===== src/rtl/ram_port_arbiter_pkg.sv =====
// ----------------------------------------------------------------------------
// ram_port_arbiter_pkg : shared widths, FSM states and read-tag type.
// Rev 1.0
// ----------------------------------------------------------------------------
`default_nettype none

`ifndef DATA_WIDTH
`define DATA_WIDTH 16
`endif
`ifndef ADDRESS_WIDTH
`define ADDRESS_WIDTH 12
`endif
`ifndef DEPTH
`define DEPTH 2500
`endif

package ram_port_arbiter_pkg;

    localparam int RAM_DATA_WIDTH    = `DATA_WIDTH;
    localparam int RAM_ADDRESS_WIDTH = `ADDRESS_WIDTH;
    localparam int RAM_DEPTH         = `DEPTH;

    localparam int TAG_W = 1;

    typedef logic [TAG_W-1:0] req_tag_t;

    typedef enum logic [1:0] {
        ST_IDLE = 2'd0,
        ST_OWN0 = 2'd1,
        ST_OWN1 = 2'd2
    } arb_state_e;

endpackage

`default_nettype wire


===== src/rtl/ram_port_arbiter_rr_arb2.sv =====
// ----------------------------------------------------------------------------
// rr_arb2 : two-way round-robin arbiter; the requester not granted last wins.
// Rev 1.0
// ----------------------------------------------------------------------------
`default_nettype none

module rr_arb2 (
    input  logic       clk,
    input  logic       rst_n,
    input  logic [1:0] req_i,
    output logic [1:0] gnt_o
);

    // last_q = 1 means requester 1 was granted last, so requester 0 wins a tie
    logic last_q;
    logic last_d;

    always_comb begin
        gnt_o  = req_i;
        last_d = last_q;
        if (req_i == 2'b11) begin
            gnt_o = last_q ? 2'b01 : 2'b10;
        end
        if (gnt_o[0]) begin
            last_d = 1'b0;
        end else if (gnt_o[1]) begin
            last_d = 1'b1;
        end
    end

    always_ff @(posedge clk or negedge rst_n) begin
        if (!rst_n) begin
            last_q <= 1'b1;
        end else begin
            last_q <= last_d;
        end
    end

endmodule

`default_nettype wire


===== src/rtl/ram_port_arbiter.sv =====
// ----------------------------------------------------------------------------
// ram_port_arbiter : two requesters with lock onto one registered RAM port.
// Optional address bounds check enabled by RAM_ARB_BOUNDS_CHECK_EN.  Rev 1.0
// ----------------------------------------------------------------------------
`default_nettype none

`ifndef DATA_WIDTH
`define DATA_WIDTH 16
`endif
`ifndef ADDRESS_WIDTH
`define ADDRESS_WIDTH 12
`endif
`ifndef DEPTH
`define DEPTH 2500
`endif

module ram_port_arbiter
    import ram_port_arbiter_pkg::*;
#(
    parameter int DATA_WIDTH    = `DATA_WIDTH,
    parameter int ADDRESS_WIDTH = `ADDRESS_WIDTH,
    parameter int DEPTH         = `DEPTH
) (
    input  logic                     clk,
    input  logic                     rst_n,
    input  logic                     req0,
    input  logic                     req1,
    input  logic                     we0,
    input  logic                     we1,
    input  logic [ADDRESS_WIDTH-1:0] addr0,
    input  logic [ADDRESS_WIDTH-1:0] addr1,
    input  logic [DATA_WIDTH-1:0]    wdata0,
    input  logic [DATA_WIDTH-1:0]    wdata1,
    input  logic                     lock0,
    input  logic                     lock1,
    output logic                     gnt0,
    output logic                     gnt1,
    output logic                     rvalid0,
    output logic                     rvalid1,
    output logic [DATA_WIDTH-1:0]    rdata,
    output logic [ADDRESS_WIDTH-1:0] ram_addr,
    output logic [DATA_WIDTH-1:0]    ram_wdata,
    output logic                     ram_we,
`ifdef RAM_ARB_BOUNDS_CHECK_EN
    output logic                     err,
`endif
    input  logic [DATA_WIDTH-1:0]    ram_rdata
);

`ifdef RAM_ARB_BOUNDS_CHECK_EN
    localparam bit BOUNDS_EN = 1'b1;
`else
    localparam bit BOUNDS_EN = 1'b0;
`endif

    arb_state_e state_q;
    arb_state_e state_d;

    logic [1:0]               w_arb_req;
    logic [1:0]               w_arb_gnt;
    logic                     w_acc;
    logic                     w_sel1;
    logic [ADDRESS_WIDTH-1:0] w_addr;
    logic [DATA_WIDTH-1:0]    w_wdata;
    logic                     w_we;
    logic                     w_oob;

    logic [ADDRESS_WIDTH-1:0] ram_addr_q;
    logic [DATA_WIDTH-1:0]    ram_wdata_q;
    logic                     ram_we_q;
    logic                     rd_v1_q;
    logic                     rd_v2_q;
    req_tag_t                 rd_tag1_q;
    req_tag_t                 rd_tag2_q;
    logic                     rd_oob1_q;
    logic                     rd_oob2_q;

    // While a requester owns the port the other one is hidden from the arbiter
    always_comb begin
        w_arb_req = {req1, req0};
        case (state_q)
            ST_OWN0: w_arb_req = {1'b0, req0};
            ST_OWN1: w_arb_req = {req1, 1'b0};
            default: w_arb_req = {req1, req0};
        endcase
    end

    rr_arb2 u_rr_arb2 (
        .clk   (clk),
        .rst_n (rst_n),
        .req_i (w_arb_req),
        .gnt_o (w_arb_gnt)
    );

    assign gnt0 = w_arb_gnt[0] & rst_n;
    assign gnt1 = w_arb_gnt[1] & rst_n;

    always_comb begin
        state_d = state_q;
        case (state_q)
            ST_IDLE: begin
                if (gnt0 && lock0) begin
                    state_d = ST_OWN0;
                end else if (gnt1 && lock1) begin
                    state_d = ST_OWN1;
                end
            end
            ST_OWN0: if (!req0 || !lock0) state_d = ST_IDLE;
            ST_OWN1: if (!req1 || !lock1) state_d = ST_IDLE;
            default: state_d = ST_IDLE;
        endcase
    end

    assign w_acc   = gnt0 | gnt1;
    assign w_sel1  = gnt1;
    assign w_addr  = w_sel1 ? addr1  : addr0;
    assign w_wdata = w_sel1 ? wdata1 : wdata0;
    assign w_we    = w_sel1 ? we1    : we0;
    assign w_oob   = BOUNDS_EN && (32'(w_addr) >= 32'(DEPTH));

    always_ff @(posedge clk or negedge rst_n) begin
        if (!rst_n) begin
            state_q     <= ST_IDLE;
            ram_addr_q  <= '0;
            ram_wdata_q <= '0;
            ram_we_q    <= 1'b0;
            rd_v1_q     <= 1'b0;
            rd_v2_q     <= 1'b0;
            rd_tag1_q   <= '0;
            rd_tag2_q   <= '0;
            rd_oob1_q   <= 1'b0;
            rd_oob2_q   <= 1'b0;
        end else begin
            state_q  <= state_d;
            ram_we_q <= w_acc & w_we & ~w_oob;
            if (w_acc) begin
                ram_addr_q  <= w_addr;
                ram_wdata_q <= w_wdata;
            end
            // Stage 1 lines up with the RAM address, stage 2 with RAM data out
            rd_v1_q   <= w_acc & ~w_we;
            rd_tag1_q <= req_tag_t'(w_sel1);
            rd_oob1_q <= w_oob;
            rd_v2_q   <= rd_v1_q;
            rd_tag2_q <= rd_tag1_q;
            rd_oob2_q <= rd_oob1_q;
        end
    end

`ifdef RAM_ARB_BOUNDS_CHECK_EN
    logic err_q;

    always_ff @(posedge clk or negedge rst_n) begin
        if (!rst_n) begin
            err_q <= 1'b0;
        end else begin
            err_q <= w_acc & w_oob;
        end
    end

    assign err = err_q;
`endif

    assign ram_addr  = ram_addr_q;
    assign ram_wdata = ram_wdata_q;
    assign ram_we    = ram_we_q;
    assign rvalid0   = rd_v2_q & (rd_tag2_q == req_tag_t'(0));
    assign rvalid1   = rd_v2_q & (rd_tag2_q == req_tag_t'(1));
    assign rdata     = rd_oob2_q ? '0 : ram_rdata;

endmodule

`default_nettype wire


===== config.mk =====
export PLATFORM = sky130hd
export DESIGN_NAME = ram_port_arbiter
export DESIGN_NICKNAME = d
export VERILOG_FILES = /design/src/rtl/ram_port_arbiter_pkg.sv /design/src/rtl/ram_port_arbiter_rr_arb2.sv /design/src/rtl/ram_port_arbiter.sv
export SDC_FILE = /design/constraint.sdc
export NUM_CORES = 1
export LEC_CHECK = 0
export BUFFER_PORTS_ARGS = -buffer_cell sky130_fd_sc_hd__buf_2
export CORE_ASPECT_RATIO = 0.5
export CORE_UTILIZATION = 35
export CTS_BUF_LIST = sky130_fd_sc_hd__clkbuf_2
export DETAILED_ROUTE_END_ITERATION = 16
export GPL_TIMING_DRIVEN = 0
export MAX_ROUTING_LAYER = met4
export PLACE_DENSITY = 0.67
export SLEW_MARGIN = 20
export SYNTH_ARGS = -nofsm -noshare
export SYNTH_HDL_FRONTEND = slang
export SYNTH_SLANG_ARGS = --single-unit

===== constraint.sdc =====
create_clock -name clk -period 2.3 [get_ports clk]
set_input_delay 0.115 -clock clk [delete_from_list [all_inputs] [get_ports clk]]
set_output_delay 0.115 -clock clk [all_outputs]
set_load 0.01 [all_outputs]

==> impl_results.md <==
- Asr flop ratio synth: 100%
- CTS tree: yes
- Drt pass-1 iters: 4
- Final Core Density: 59.0%
- I/O Buffers: 112
- DP Wirelength: 4480 um
- Seq pwr share: 35.3%
- Postcts setup bufs: 0
- First-pass GRT wire length: 10900 um
- Clock Latency Late Sink: 0.37 ns
- CP max FO: 10
- Clock-pin slew on the worst setup and hold paths: between 0.15 and 0.2 ns
- Drt wl/cell: 14.7 um
- CP Data Required Time: 2.18 ns
- Final ANT Viol Nets: 0
- R2r startpoint: state_q[0]
- # IOs: 129
- Synthesized area per cell: 9.58 um^2
- Die Y: 57.3 um
- Critical-path cell list: inv_1 -> ha_1 -> nand2b_1 -> and3_1 -> clkbuf_4 -> nor2_1 -> buf_2
- R2r worst-path depth: 8
- Critical Setup Path Class: register to primary output
- Clock power share: 9.2%
- Slowest cell on crit path: dfrtp_1
- H-tree levels: 2
- Sequential fraction of the synthesis area: 42.2%
- Pwr dens: between 900 and 1000 nW/um^2
- Period minus WS final: about 2.1 ns
- EDFF count, synth: 0
- Synth top area share: between 40 and 50%
- Synth area leaders: dfrtp_1, nand3_1, a21oi_2, o21ai_0, a31oi_2
- Peak supply drop: 0.000332 V
- Initial antenna violation count: 0
- Tcrit/Tclk final: 91.7%
- Hold WS: 0.0212 ns
- Root buf cell: clkbuf_2
- Hold Path Class: input port to register
- Die ar.: 6440 um^2
- Gpl congestion: 0.810
- Dominant synthesized flop cell: dfrtp_1
- Placed Cells: 408
- RSZ-0062 raised after global routing: false
- Num rows: 19
- Leading area contributor after synthesis: dfrtp_1
- Core Area: 5680 um^2
- Routed vias: 2435
- Pins Over Slew Limit: 0
- CP arrival: around 2.0 ns
- Cells after Synth: about 220
- Net Switching: 1.36 mW
- Finish-stage setup viols: 0
- R2r setup slk: approximately 0.43 ns
- Most frequent cells after synthesis: nand3_1, dfrtp_1, o21ai_0
- Gr ovfl total: 0
- Synth unique cells: 30
- Layout area overhead: 57.0%
- Mapped Nets: 306
- Leak: approximately 1.5 nW
- RR Endpoint: rd_v1_q
- Total power: approximately 3.1 mW
- Slew @ Worst Pin: 0.378 ns
- Setup crit start kind: register
- Die W: ~110 um
- Vias per Instance: about 5.2
- Comb pwr share: 55.5%
- Worst Setup End Kind: primary output
- Max_cap viols: 0
- Slew headroom: approximately 75%
- Antenna cells: 0
- Final wirelength: 6880 um
- Clock Path Buffers: 2
- Share of layout cells above drive strength 1: 47.7%
- Fmax achieved: 474 MHz
- Post-Route Setup TNS: 0 ns
- DRC Markers: 0
- Starting Density: between 30% and 40%
- Largest net degree at the start of global routing: 36
- Inserted Clock Buffers: 5
- Leading cell type by number of instances after synthesis: nand3_1
- Vias in the first global route: 2405
- Max Clock Skew: 0.0198 ns
- Gr usage total: 22.3%
- Yosys warns: 0
- Mapped cell area: 2140 um^2
- Nets: about 480
- CP endpoint: gnt1
- Post-Layout Cell Count: 467
- Hold Fails Final Rpt: 0
- Worst Setup SP: state_q[0]
- Pint: 1.75 mW
- # clock sinks: 36
- Initial drt markers: 133
- Max incr delay on CP: 0.42 ns
- Fillers: roughly 500
- Yosys reg bits: 36
- Sw frac: a little over two fifths
- Status: finished clean
-- power groups by stage --
stage,Clock [mW],Sequential [mW],Combinational (mW)
final,0.286,1.10,1.72
after global routing,0.324,1.13,1.88
after CTS,0.297,1.10,1.70
after detailed placement,0,1.11,1.63
after global placement,0,1.10,1.59
after floorplan,0,1.21,0.954
-- final cells by class --
type / instances / area (um^2) / share of cell area [%]
Multi-Input combinational cell: 146 / 960 / 28.6
Tap cell: 73 / 91.3 / 2.72
Clock inverter: 2 / 11.3 / 0.336
Inverter: 3 / 11.3 / 0.336
Timing Repair Buffer: 163 / 1080 / 32.2
Clock buffer: 6 / 30.0 / 0.895
Buffer: 38 / 268 / 7.98
Sequential cell: 36 / 902 / 26.9
-- metrics by stage --
stage                     cell area (um^2)  setup slack (ns)
after floorplan                       2140             0.686
after detailed placement              2790             0.353
after global routing                  3350           0.00152
after CTS                             3340             0.120
final                                 3350             0.191
after global placement                2790             0.396
-- repair_timing --
action                                 4_1_cts  5_1_grt
setup endpoints to repair                    0        1
gates resized for setup                      0        3
hold buffers                                50        1
endpoints found under the hold margin       64        1
-- worst min-delay path by stage --
stage               slack (ns)       start  cells past startpoint            end
floorplan                -0.18       rst_n                      0    ram_addr[0]
global placement          0.28       rst_n                      1     state_q[0]
detailed placement        0.27       rst_n                      1     state_q[0]
CTS                     0.0008  wdata0[11]                      3  ram_wdata[11]
global route             0.004  wdata0[11]                      3  ram_wdata[11]
finish                    0.02   wdata0[0]                      3   ram_wdata[0]
-- worst max-delay path, delay by kind of cell, from the launching register on --
| family | cells | cell delay [ns] |
|---|---|---|
| adders and majority gates | 1 | 0.31 |
| buffers and inverters | 3 | 0.43 |
| DFF | 1 | 0.42 |
| and+or+nand+nor | 3 | 0.49 |
-- cell usage in the layout (no fill, tap or decap), drive strengths merged --
cell and count:
inv 3, and3b 1, clkinv 1, a21oi 29, nand2b 2, a21boi 1
a31oi 28, o31ai 1, clkinvlp 1, a41oi 1, ha 3, buf 147
dfstp 1, dfrtp 35, o21ai 29, a22o 1, nand3 36, a21o 1
nor2b 1, nand2 1, dlygate4sd3 50, nor2 3, a311o 1, clkbuf 10
and2 3, and3 3, nor4 1
-- logic make-up after synthesis --
logic type	count (synthesis)	share of synthesized area [%]
AOI/OAI and AO/OA	92	30.6
and+or+nand+nor	51	12.6
buffers and inverters	41	12.9
DFF	36	42.2
adders and majority gates	3	1.76
-- state kept, by name (all words and copies together), names as in the netlist --
register,flops
rd_tag2_q,1
u_rr_arb2.last_q,1
ram_wdata,16
ram_addr,12
rd_tag1_q,1
state_q,2
rd_v2_q,1
ram_we,1
rd_v1_q,1
-- routing by layer --
metal | track usage, % | vias to the layer above | part of all wire (%)
met4 | 12.6 | 0 | 3.9
li1 | - | 1144 | -
met3 | 5.10 | 32 | 5.5
met1 | 23.6 | 1141 | 40
met5 | - | - | 0
met2 | 39.5 | 118 | 51
No activity file was read; power rests on OpenSTA's default activity.
